**src/rtl/spi_boot_sequencer.sv**
```systemverilog
// Boot-time SPI sequencer: pulls calibration bytes from EEPROM, programs gain/trigger DACs,
// then hands the SPI master to the command dispatcher through a registered pass-through.
package spi_boot_pkg;
  typedef enum logic [2:0] {
    SS_NONE    = 3'd0,
    SS_EEPROM  = 3'd1,
    SS_CH1     = 3'd2,
    SS_CH2     = 3'd3,
    SS_CH3     = 3'd4,
    SS_TRIGGER = 3'd5
  } SlaveSelect;

  typedef struct packed {
    SlaveSelect  ss;
    logic [15:0] data;
  } spi_req_t;
endpackage

module spi_boot_sequencer
  import spi_boot_pkg::*;
#(
  parameter logic [5:0] EEP_BASE = 6'h00,
  parameter bit         BOOT_EN  = 1'b1
) (
  input  logic        clk,
  input  logic        rst_n,
  output logic        wrt_SPI,
  output logic [15:0] SPI_data,
  output SlaveSelect  ss,
  input  logic        SPI_done,
  input  logic [7:0]  EEP_data,
  input  logic        c_wrt_SPI,
  input  logic [15:0] c_SPI_data,
  input  SlaveSelect  c_ss,
  output logic        c_SPI_done,
  output logic [7:0]  c_EEP_data,
  output logic        c_busy,
  output logic        boot_done,
  output logic        req_ovr,
  output logic [8:0]  cal_gain,
  output logic [7:0]  cal_trig
);

  typedef enum logic [2:0] {
    B_START, B_RD_ADDR, B_RD_DATA, B_WR_GAIN, B_WR_TRIG, RUN_IDLE, RUN_BUSY
  } state_t;

  state_t          state;
  logic [1:0]      idx;
  logic [1:0]      idx_inc;
  logic [3:0][7:0] cal;
  logic            tx_act;
  logic            done_ok;
  logic            pend_vld;
  spi_req_t        pend;
  spi_req_t        c_req;

  function automatic logic [15:0] addr_frame(input logic [1:0] i);
    logic [5:0] a;
    a = EEP_BASE + {4'b0000, i};
    return {2'b00, a, 8'h00};
  endfunction

  function automatic logic [15:0] gain_frame(input logic [2:0] code);
    case (code)
      3'd0:    return 16'h1302;
      3'd1:    return 16'h1305;
      3'd2:    return 16'h1309;
      3'd3:    return 16'h1314;
      3'd4:    return 16'h1328;
      3'd5:    return 16'h1346;
      3'd6:    return 16'h136B;
      default: return 16'h13DD;
    endcase
  endfunction

  function automatic SlaveSelect ch_ss(input logic [1:0] i);
    case (i)
      2'd0:    return SS_CH1;
      2'd1:    return SS_CH2;
      default: return SS_CH3;
    endcase
  endfunction

  assign idx_inc = idx + 2'd1;
  // A done pulse only counts when we actually have a transaction in flight.
  assign done_ok = SPI_done & tx_act;
  assign c_req   = '{ss: c_ss, data: c_SPI_data};

  assign c_SPI_done = done_ok & (state == RUN_BUSY);
  assign c_EEP_data = EEP_data;
  assign c_busy     = ~boot_done | pend_vld | (state == RUN_BUSY);
  assign cal_gain   = {cal[2][2:0], cal[1][2:0], cal[0][2:0]};
  assign cal_trig   = cal[3];

  always_ff @(posedge clk or negedge rst_n) begin
    if (!rst_n) begin
      state     <= B_START;
      idx       <= 2'd0;
      cal       <= '0;
      tx_act    <= 1'b0;
      wrt_SPI   <= 1'b0;
      SPI_data  <= 16'h0000;
      ss        <= SS_NONE;
      boot_done <= 1'b0;
      req_ovr   <= 1'b0;
      pend_vld  <= 1'b0;
      pend      <= '0;
    end else begin
      wrt_SPI <= 1'b0;
      // Release the slave after completion; a chained step below overrides this.
      if (done_ok) begin
        tx_act <= 1'b0;
        ss     <= SS_NONE;
      end

      case (state)
        B_START: begin
          if (BOOT_EN) begin
            idx      <= 2'd0;
            wrt_SPI  <= 1'b1;
            tx_act   <= 1'b1;
            SPI_data <= addr_frame(2'd0);
            ss       <= SS_EEPROM;
            state    <= B_RD_ADDR;
          end else begin
            boot_done <= 1'b1;
            state     <= RUN_IDLE;
          end
        end
        B_RD_ADDR: begin
          if (done_ok) begin
            wrt_SPI  <= 1'b1;
            tx_act   <= 1'b1;
            SPI_data <= 16'h0000;
            ss       <= SS_EEPROM;
            state    <= B_RD_DATA;
          end
        end
        B_RD_DATA: begin
          if (done_ok) begin
            cal[idx] <= EEP_data;
            wrt_SPI  <= 1'b1;
            tx_act   <= 1'b1;
            if (idx != 2'd3) begin
              idx      <= idx_inc;
              SPI_data <= addr_frame(idx_inc);
              ss       <= SS_EEPROM;
              state    <= B_RD_ADDR;
            end else begin
              idx      <= 2'd0;
              SPI_data <= gain_frame(cal[0][2:0]);
              ss       <= SS_CH1;
              state    <= B_WR_GAIN;
            end
          end
        end
        B_WR_GAIN: begin
          if (done_ok) begin
            wrt_SPI <= 1'b1;
            tx_act  <= 1'b1;
            if (idx < 2'd2) begin
              idx      <= idx_inc;
              SPI_data <= gain_frame(cal[idx_inc][2:0]);
              ss       <= ch_ss(idx_inc);
            end else begin
              SPI_data <= {8'h13, cal[3]};
              ss       <= SS_TRIGGER;
              state    <= B_WR_TRIG;
            end
          end
        end
        B_WR_TRIG: begin
          if (done_ok) begin
            boot_done <= 1'b1;
            state     <= RUN_IDLE;
          end
        end
        RUN_IDLE: begin
          if (pend_vld) begin
            wrt_SPI  <= 1'b1;
            tx_act   <= 1'b1;
            SPI_data <= pend.data;
            ss       <= pend.ss;
            state    <= RUN_BUSY;
          end else if (c_wrt_SPI) begin
            wrt_SPI  <= 1'b1;
            tx_act   <= 1'b1;
            SPI_data <= c_SPI_data;
            ss       <= c_ss;
            state    <= RUN_BUSY;
          end
        end
        RUN_BUSY: begin
          if (done_ok) state <= RUN_IDLE;
        end
        default: state <= B_START;
      endcase

      // One-entry pending buffer. In RUN_IDLE the held entry drains this cycle,
      // so a fresh request can take its slot.
      if (c_wrt_SPI) begin
        if (state == RUN_IDLE) begin
          if (pend_vld) pend <= c_req;
        end else if (state == RUN_BUSY && !done_ok) begin
          req_ovr <= 1'b1;
        end else if (pend_vld) begin
          req_ovr <= 1'b1;
        end else begin
          pend_vld <= 1'b1;
          pend     <= c_req;
        end
      end else if (state == RUN_IDLE && pend_vld) begin
        pend_vld <= 1'b0;
      end
    end
  end

endmodule
```
**config.mk**
```make
export PLATFORM = sky130hd
export DESIGN_NAME = spi_boot_sequencer
export DESIGN_NICKNAME = d
export VERILOG_FILES = /design/src/rtl/spi_boot_sequencer.sv
export SDC_FILE = /design/constraint.sdc
export NUM_CORES = 1
export LEC_CHECK = 0
export ABC_AREA = 1
export CAP_MARGIN = 0
export CORE_UTILIZATION = 51
export DETAILED_ROUTE_END_ITERATION = 7
export PLACE_DENSITY = 0.81
export SYNTH_ARGS = -nofsm -noshare
export SYNTH_HDL_FRONTEND = slang
export SYNTH_SLANG_ARGS = --single-unit
export TNS_END_PERCENT = 10
```
**constraint.sdc**
```tcl
create_clock -name clk -period 2.6 [get_ports clk]
set_clock_uncertainty 0.15 [all_clocks]
set_input_delay 0.26 -clock clk [delete_from_list [all_inputs] [get_ports clk]]
set_output_delay 0.26 -clock clk [all_outputs]
set_load 0.02 [all_outputs]
```
==> results of run 1 <==
==> sequential cells by signal, indices dropped and copies added (netlist names) <==
signal     count
state          3
cal_gain       9
tx_act         1
req_ovr        1
pend          19
pend_vld       1
idx            2
ss             3
wrt_SPI        1
boot_done      1
cal_trig       8
SPI_data      16
==> report_power, final <==
part	total, mW	switching [mW]	internal [mW]
Sequential	1.78	0.367	1.41
Clock	0.960	0.395	0.564
Combinational	2.60	1.61	0.985
Total	5.33	2.37	2.96
==> logic make-up after synthesis <==
family	after synthesis	share of synthesized area, %
AND/OR/NAND/NOR	218	26.5
AO/OA/AOI/OAI	93	14.6
buffers and inverters	65	8.73
flip-flops	65	46.1
adder cells (fa/ha/maj)	6	2.13
multiplexers	5	1.60
XOR/XNOR	1	0.249
==> final cells by class <==
cell class | instances | area, µm²
Timing Repair Buffer | 86 | 853
Clock inverter | 5 | 78.8
Sequential cell | 65 | 1630
Inverter | 47 | 181
Clock buffer | 11 | 141
Tap cell | 77 | 96.3
Fill cell | 511 | 1930
Multi-Input combinational cell | 323 | 1590
==> final timing paths <==
check	from	to	slack (ps)	depth (start not counted)
setup / recovery	state[2]	c_SPI_done	240	5
hold / removal	rst_n	req_ovr	310	2
setup reg to reg	idx[1]	SPI_data[3]	240	12
hold reg to reg	SPI_data[14]	SPI_data[14]	330	2
max in group asynchronous	rst_n	pend[1]	1360	3
min in group clk	SPI_data[14]	SPI_data[14]	330	2
==> placed cells by master, fill, tap and decap left out, types with 2 or more instances in the layout <==
master             n
nor2_2             3
buf_4              5
ha_1               6
nor2_4             5
bufinv_16          2
nand2_1          152
clkdlybuf4s50_1   78
nand4_1            4
a21oi_1           24
inv_2              7
dfrtp_1           64
mux2_1             2
o21ai_1           21
inv_1             37
o221ai_1           2
o21ai_0           31
a211oi_1           2
mux2_2             3
nor2_1            24
inv_4              2
o211ai_1           5
a22oi_1            3
clkinv_2           2
nand2_2            4
clkbuf_8          10
nor3_1             3
nand3_1           20
==> routing by layer <==
layer	global-route usage (%)	part of all wire (%)	vias to the layer above
met5	0	0	-
met4	10.8	1.7	0
met3	6.81	7.8	20
met2	45.2	47	171
met1	37.8	44	1589
li1	-	-	1633
==> critical path, delay by kind of cell (launching register included) <==
| family | cells | cell delay (ps) |
|---|---|---|
| buffers and inverters | 2 | 750 |
| flip-flops | 1 | 500 |
| AND/OR/NAND/NOR | 3 | 360 |
==> metrics by stage <==
step	setup slack [ps]	instances	util, %	area [µm²]	hold WS (ps)
6_report	237	614	70.4	4570	309
2_1_floorplan	452	453	-	3520	-186
5_1_grt	83.0	614	70.4	4570	337
3_5_place_dp	239	597	66.8	4340	169
4_1_cts	173	614	70.3	4570	323
3_3_place_gp	383	597	66.8	4340	157
==> repair_timing <==
item / 4_1_cts / 5_1_grt
hold endpoints to repair: 26 / 0
setup endpoints to repair: 0 / 2
resized for setup: 0 / 1
hold buffers: 1 / 0
==> out/metrics.csv, run 1 <==
metric,value,unit
wire_per_inst,15.4,µm
yosysSeqAreaShare,46.1,%
worstMarginPinSlew,635,ps
ios,80,
start_util,54.3,%
min_period_over_period,90.9,%
critical_path.slowest_cell,clkdlybuf4s50_1,
slew_violations,0,
die_x,85.1,µm
synth.cell_area,3520,µm²
place_congestion,0.949,
rsz0062_at_grt,false,
yosysTopAreaCell,dfrtp_1,
dp_hpwl,6.75,mm
num_rows,29,
crit_chain,"inv_2, nor2_2, nand2_1, nor2_1, clkdlybuf4s50_1",
setup-tns-final,0,ps
setup_viol,0,
cts_root_buffer,clkbuf_8,
grt_pass1_vias,3329,
dieHeight,85.1,µm
cellPowerDensity,1170,nW/µm²
clock_path_buffers,2,
area_growth_syn_to_layout,29.6,%
min_period,2360,ps
route.detailed.drc,0,
synth_area_leaders,"dfrtp_1, nand2_1, o21ai_0",
antenna_cells,0,
port_buffers,79,
grt_max_degree,40,
hold_class,input pin to asynchronous set/reset pin,
htree_levels,3,
cp_max_fo,7,
post-cts-setup-buffers,0,
syn_avg_cell_area,7.78,µm²
grt_remaining_overflow,0,
dr_total_vias,3413,
async_reset_ff_share,100,%
clk_latency,350,ps
finalHoldViolCount,0,
yosysUniqueCellTypes,35,
critPathCaptureType,primary output,
ys.flop_type,dfrtp_1,
drive_gt1_share,9.50,%
first_pass_iters,5,
antenna_found_initial,0,
synth-edff-count,0,
critPathKind,register to primary output,
grtUsageTotal,28.4,%
ir_drop,0.000828,V
finalPower,5.33,mW
relSlewSlack,57.7,%
p_leak,2.20,nW
clk_pin_slew,70,ps
ys_ff_latch,65,
max_freq,423,MHz
drv_cap,0,
synth_common_cells,"nand2_1, dfrtp_1, inv_1, o21ai_0",
cp.required,2190,ps
synth_top_cell_area_share,46.1,%
synth_most_common_cell,nand2_1,
nets,569,
synth.net_count,490,
yosysWarningCount,0,
drt_wl_total,9.48,mm
cts_made_buffers,9,
cp_slowest_stage_delay,610,ps
clock_sinks,65,
coreArea,6490,µm²
drt_iter0_drc,300,
cts_tree,done,
ant_nets,0,
grt_pass1_wl,15.9,mm
worstSetupStartpointType,register,
synth_cells,453,
die-area,7250,µm²
status,"finished, final reports clean",
via_per_inst,5.56,
cp.arrival,1950,ps
Note: power is estimated with default switching activity, not from simulation.
==> run 2: changes to the inputs <==
CORE_UTILIZATION = 54   (was 51)
PLACE_DENSITY = 0.85   (was 0.81)
clock period = 2.8 ns   (was 2.6 ns; I/O delays follow)
==> run 2 against run 1 <==
Net effect: sequential power decreased by 7%; power down 6.2%; final cell count is 0.33% lower; via count decreased by 0.70%; global-route usage increased by 1.5 points; clock power is 2.3% higher; critical path type is now register to register; critical endpoint is now SPI_data[3].
==> out/metrics.csv, run 2 (same netlist as run 1, synthesis figures left out) <==
metric,value,unit,change
status,"finished, final reports clean",,
cp_max_fo,12,,+5
use_met2,49.6,%,+4.4 points
via_per_inst,5.54,,-0.38%
relSlewSlack,54.6,%,-3.0 points
combPwrFrac,47.5,%,-1.2 points
min_period_over_period,85.6,%,
antenna_cells,0,,unchanged
critPathCaptureType,register,,
critPathKind,register to register,,
htree_levels,3,,unchanged
worstRegToRegCells,12,,unchanged
grt_remaining_overflow,0,,unchanged
grtUsageTotal,29.9,%,+1.5 points
worstSetupStartpointType,register,,
p_clk_share,19.6,%,+1.6 points
holdPathStages,2,,
startpoint,idx[0],,
post-cts-setup-buffers,0,,unchanged
cts_root_buffer,clkbuf_8,,
holdPathEnd,SPI_data[13],,
critical_path.slowest_cell,dfrtp_1,,
crit_chain,"inv_2, ha_1, inv_1, nand3_1, nand2_1, inv_1, nand3_1, nand2_1, o21ai_0, nand2_1, nand2_1, nand2_1",,
clock_path_buffers,2,,unchanged
first_pass_iters,5,,unchanged
worstMarginPinSlew,681,ps,+45.7 ps
clk_pin_slew,80,ps,about the same
finalHoldViolCount,0,,unchanged
dp_hpwl,6.85,mm,+1.5%
setup_viol,0,,unchanged
grt.met1_usage,37.2,%,-0.62 points
clock_sinks,65,,unchanged
num_rows,29,,unchanged
top_register,pend,,
switchingPower,2.19,mW,-7.6%
min_period,2400,ps,
ctsResizeCount,0,,unchanged
antenna_found_initial,0,,unchanged
cp.required,2890,ps,+700 ps
p_sw_share,43.8,%,-0.65 points
grt_max_degree,39,,-2.5%
start_util,55.8,%,+1.6 points
dieHeight,82.8,µm,-2.7%
max_freq,417,MHz,
drive_gt1_share,9.16,%,-0.34 points
coreArea,6310,µm²,-2.8%
ios,80,,unchanged
final_common_cell,nand2_1,,
route.detailed.drc,0,,unchanged
crit_top_cell,nand2_1,,
power.internal,2.81,mW,-5.1%
cp_slowest_stage_delay,570,ps,-40 ps
cp.arrival,2490,ps,+540 ps
cts_made_buffers,9,,unchanged
dpl_cell_area,4320,µm²,-0.35%
p_leak,2.20,nW,-0.26%
reg2reg_slack,400,ps,+170 ps
fill_cells,505,,-1.2%
drv_cap,0,,unchanged
cellPowerDensity,1090,nW/µm²,-6.3%
cts_tree,done,,
setup-tns-final,0,ps,unchanged
cp_top_family,simple AND/OR/NAND/NOR gates,,
grt_pass1_wl,15.0,mm,-5.7%
place_congestion,0.876,,-7.7%
ant_nets,0,,unchanged
path_buf_inv,3,,+1
grt_pass1_vias,3302,,-0.81%
nets,567,,-0.35%
holdBufCountCts,1,,unchanged
drt_iter0_drc,250,,-17%
fin_area,4580,µm²,+0.14%
hold_class,register to register,,
rsz0062_at_grt,false,,
use_met3,7.54,%,+0.73 points
drt_wl_total,9.39,mm,-0.93%
slew_violations,0,,unchanged
die-area,6850,µm²,-5.4%
port_buffers,79,,unchanged
mostFrequentLayoutCells,"nand2_1, clkdlybuf4s50_1, dfrtp_1",,
r2r_end,SPI_data[3],,
largest_reg_flops,19,,unchanged
wire_per_inst,15.3,µm,-0.60%
die_x,82.8,µm,-2.7%
hp-start,SPI_data[13],,
p_seq_share,32.9,%,-0.4 points
clk_latency,350,ps,about the same
r2r-start,idx[0],,
dr_total_vias,3389,,-0.70%
ir_drop,0.000719,V,-13%
grt_busiest_layer,met2,,
area_growth_syn_to_layout,29.8,%,
-- run 2: worst max-delay path by stage --
stage                        endpoint  slack, ps  depth (start not counted)
final                     SPI_data[3]        400                         12
after global routing      SPI_data[3]         60                         12
after CTS                  c_SPI_done        430                          5
after detailed placement  SPI_data[3]        450                         12
after global placement    SPI_data[3]        570                         12
after floorplan           SPI_data[3]        650                         12
-- run 2: worst reg2reg max path, stage by stage, from the launching register on --
cell     delay (ps)
dfrtp_1         570
inv_2           190
ha_1            400
inv_1           170
nand3_1         100
nand2_1         120
inv_1           100
nand3_1         100
nand2_1          80
o21ai_0         160
nand2_1          80
nand2_1          60
nand2_1          40
-- run 2: power groups by stage --
stage	registers (mW)	clock network [mW]	logic, mW
detailed placement	1.65	0	2.34
global route	1.70	1.03	2.66
floorplan	1.76	0	1.39
global placement	1.63	0	2.28
finish	1.65	0.982	2.37
CTS	1.64	0.985	2.37
-- run 2: cell type report --
cell class                      instances  area [µm²]  area share, %
Clock buffer                            9         124           2.71
Timing Repair Buffer                   84         838           18.3
Inverter                               47         181           3.96
Sequential cell                        65        1630           35.5
Multi-Input combinational cell        323        1590           34.8
Tap cell                               77        96.3           2.11
Clock inverter                          7         119           2.60
-- run 2: metrics by stage --
step	worst slack (ps)	total power [mW]	utilization (%)	hold slack [ps]	cells
final	402	5.00	72.5	323	612
after global placement	571	3.92	68.5	195	595
after global routing	58.8	5.38	72.5	352	612
after CTS	430	4.99	72.5	329	612
after detailed placement	452	3.99	68.5	204	595
after floorplan	652	3.16	-	-166	453
-- run 2: per-layer routing --
metal / share of wire, % / vias to the layer above
met5: 0 / -
met4: 2.7 / 0
met3: 5.4 / 26
li1: - / 1627
met1: 43 / 1604
met2: 49 / 132
==> variant (flow settings as in run 2) <==
Encoding of `state_t`: now one-hot (7 bits for 7 states).
--- a/src/rtl/spi_boot_sequencer.sv
+++ b/src/rtl/spi_boot_sequencer.sv
@@ -41,8 +41,8 @@
   output logic [7:0]  cal_trig
 );
 
-  typedef enum logic [2:0] {
-    B_START, B_RD_ADDR, B_RD_DATA, B_WR_GAIN, B_WR_TRIG, RUN_IDLE, RUN_BUSY
+  typedef enum logic [6:0] {
+    B_START = 7'b0000001, B_RD_ADDR = 7'b0000010, B_RD_DATA = 7'b0000100, B_WR_GAIN = 7'b0001000, B_WR_TRIG = 7'b0010000, RUN_IDLE = 7'b0100000, RUN_BUSY = 7'b1000000
   } state_t;
 
   state_t          state;
Check against the original RTL: no difference found for any inputs over 10 cycles, from zero or initial values and one cycle with rst_n low; not proved beyond that.
==> variant against run 2 <==
Setup slack worse by 0.12 ns. Design area grew 8.3%. Via count up 7.9%. Sequential cell count grew 4. Global-route usage decreased by 3.3 points. Synthesized area rose by 13%. Routed wire length rose by 1.5%. Critical endpoint is now c_SPI_done. Highest routed layer unchanged.
Power is not compared: it rests on default switching activity, and its combinational part moved more than twofold at a synthesized area within 25%.
==> variant: results (changes against run 2) <==
Run status
  • Outcome: completed

GRT
  • Met1 Use GR: 33.6% (-3.7 points)
  • Largest net degree at the start of global routing: 41 (+5.1%)
  • Via count of the first global-routing pass: 3,517 (+6.5%)
  • First-pass GRT wire length: 15,700 um (+4.2%)
  • Met2 track utilization from global routing: 44.0% (-5.6 points)
  • Global routing met3 resource utilization: 4.34% (-3.2 points)
  • Global-route usage over all layers: 26.6% (-3.3 points)

Placed design
  • Placed wire-length estimate after detailed placement: 7090 um (+3.4%)
  • Total instance count after detailed placement: 685 (+15%)
  • Post-place setup slack: 0.477 ns (+0.0249 ns)
  • Cell area after placement: 4770 um^2 (+10%)
  • Final RePlAce weighted congestion: 0.903 (+3.1%)

Clock tree
  • Number of resized instances in the post-cts repair step: 0 (unchanged)
  • Clock latency at the later pin of the worst-skew pair: about 0.36 ns
  • Clk slew on worst S/H paths: 0.08 ns (about the same)
  • H-tree levels: 3 (unchanged)
  • Root cell of the clock tree: clkbuf_8
  • Maximum clock path buffer count: 2 (unchanged)

Worst setup path
  • Arrival time worst endpoint: 2.08 ns (-0.41 ns)
  • Worst flop-to-flop path startpoint: idx[0]
  • Worst setup slack for register-to-register paths: 0.44 ns (+0.04 ns)
  • Cell with the largest stage delay on the worst path: clkdlybuf4s50_1
  • Critical Path Max Stage Delay: 0.62 ns (+0.05 ns)
  • Maximum fanout along the worst path: 4 (-8)
  • Critical R2R Capture: SPI_data[3]

Flow run
  • Max_cap viols: 0 (unchanged)

Drt
  • Total Routed Length: 9530 um (+1.5%)
  • Number of DRC markers after the initial detailed-route iteration: 236 (-5.6%)
  • Drt first pass iters: 4 (-1)
  • Detail-routed net length per standard cell: 13.6 um (-12%)
  • Routed via count divided by cell count: 5.21 (-5.9%)

Logic synthesis
  • Ys async rst share: 100% (unchanged)
  • List of most frequent post-synthesis cells: nand2_1 (213), dfrtp_1 (68), inv_1 (52), o21ai_0 (42), nor2_1 (30)
  • Syn_area_per_cell: 7.56 um^2 (-2.9%)
  • Biggest area contributors in the synthesized netlist: dfrtp_1 (43%), nand2_1 (20%), o21ai_0 (5.3%), inv_1 (4.9%), nand3_1 (3.0%)
  • Count of distinct cell types in the synthesized netlist: 36 (+2.9%)
  • Post-synthesis sequential area ratio: 43.5% (-2.7 points)
  • YS warnings: 0 (unchanged)
  • Post-synthesis net count: 563 (+15%)

Cells and area
  • Layout Nets: 638 (+13%)
  • Number of antenna repair diodes: 0 (unchanged)
  • Ratio of cells with drive above 1 in the final layout: 11.4% (+2.2 points)
  • Number of fillers in the final layout: 545 (+7.9%)
  • Max reg flops: 19 (unchanged)

Power
  • Largest vdd supply drop: 0.000230 V
  • Reported leakage power: around 2.6 nW

Hold path
  • Min-Delay Path Class: register to register
  • Hold Crit Start: SPI_data[5]
  • Worst Hold Path EP: SPI_data[5]
  • Worst Hold Path Cells: 2 (unchanged)

Timing
  • Transition time at the pin with the least slew margin: 0.687 ns (+0.00590 ns)
  • Worst-case hold slack: 0.335 ns (+0.0123 ns)
-- variant: cell types whose count changed after synthesis, moves of 4 or more --
cell	change
nand2_4	+4
nand3_1	+4
o21ai_0	+11
a21oi_1	-15
o21ai_1	-19
o21ai_2	+11
nand2_2	+4
inv_1	+15
nand2_1	+61
nor2_1	+6
-- variant: stage by stage --
step | power [mW] | utilization [%]
4_1_cts | 1.85 | 71.4
3_3_place_gp | 1.12 | 68.7
5_1_grt | 1.89 | 71.4
3_5_place_dp | 1.12 | 68.7
6_report | 1.84 | 71.4
2_1_floorplan | 1.05 | -
-- variant: layer usage --
layer / part of all wire, % / vias to the layer above
met5: 0 / -
met4: 2.5 / 0
met3: 6.0 / 25
met2: 49 / 123
met1: 43 / 1714
li1: - / 1795
-- variant: final cells by class --
| class | count | area, um^2 | share of cell area (%) |
|---|---|---|---|
| multi-input combinational | 379 | 1860 | 37.6 |
| sequential | 69 | 1730 | 34.9 |
| timing repair buffer | 83 | 843 | 17.0 |
| inverter | 59 | 226 | 4.57 |
| clock buffer | 9 | 124 | 2.50 |
| tap | 96 | 120 | 2.42 |
| clock inverter | 7 | 51.3 | 1.04 |
-- variant: kinds of logic after synthesis --
group / after synthesis / share of synthesized area (%)
adders and majority gates: 6 / 1.89
AOI/OAI and AO/OA: 72 / 10.8
DFF: 69 / 43.5
buffers and inverters: 78 / 9.69
muxes: 5 / 1.61
and+or+nand+nor: 296 / 32.5
-- variant: critical path: cells and delay by family (launching register included) --
| kind | cells | cell delay [ns] |
|---|---|---|
| and+or+nand+nor | 4 | 0.60 |
| buffers and inverters | 2 | 0.73 |
| DFF | 1 | 0.40 |
-- variant: worst max path at each step --
| stage | to | cells past startpoint | from | slack (ns) |
|---|---|---|---|---|
| 3_5_place_dp | SPI_data[3] | 12 | idx[0] | 0.48 |
| 6_report | c_SPI_done | 6 | state[2] | 0.29 |
| 5_1_grt | SPI_data[3] | 12 | idx[0] | 0.07 |
| 4_1_cts | c_SPI_done | 6 | state[2] | 0.28 |
| 3_3_place_gp | SPI_data[3] | 12 | idx[0] | 0.50 |
| 2_1_floorplan | SPI_data[0] | 13 | idx[0] | 0.67 |
-- variant: power breakdown --
part           internal [mW]  leakage [nW]  switching (mW)
Sequential             0.996         0.929               0
Combinational         0.0537          1.60          0.0523
Clock                  0.323        0.0856           0.414
Total                   1.37          2.61           0.466
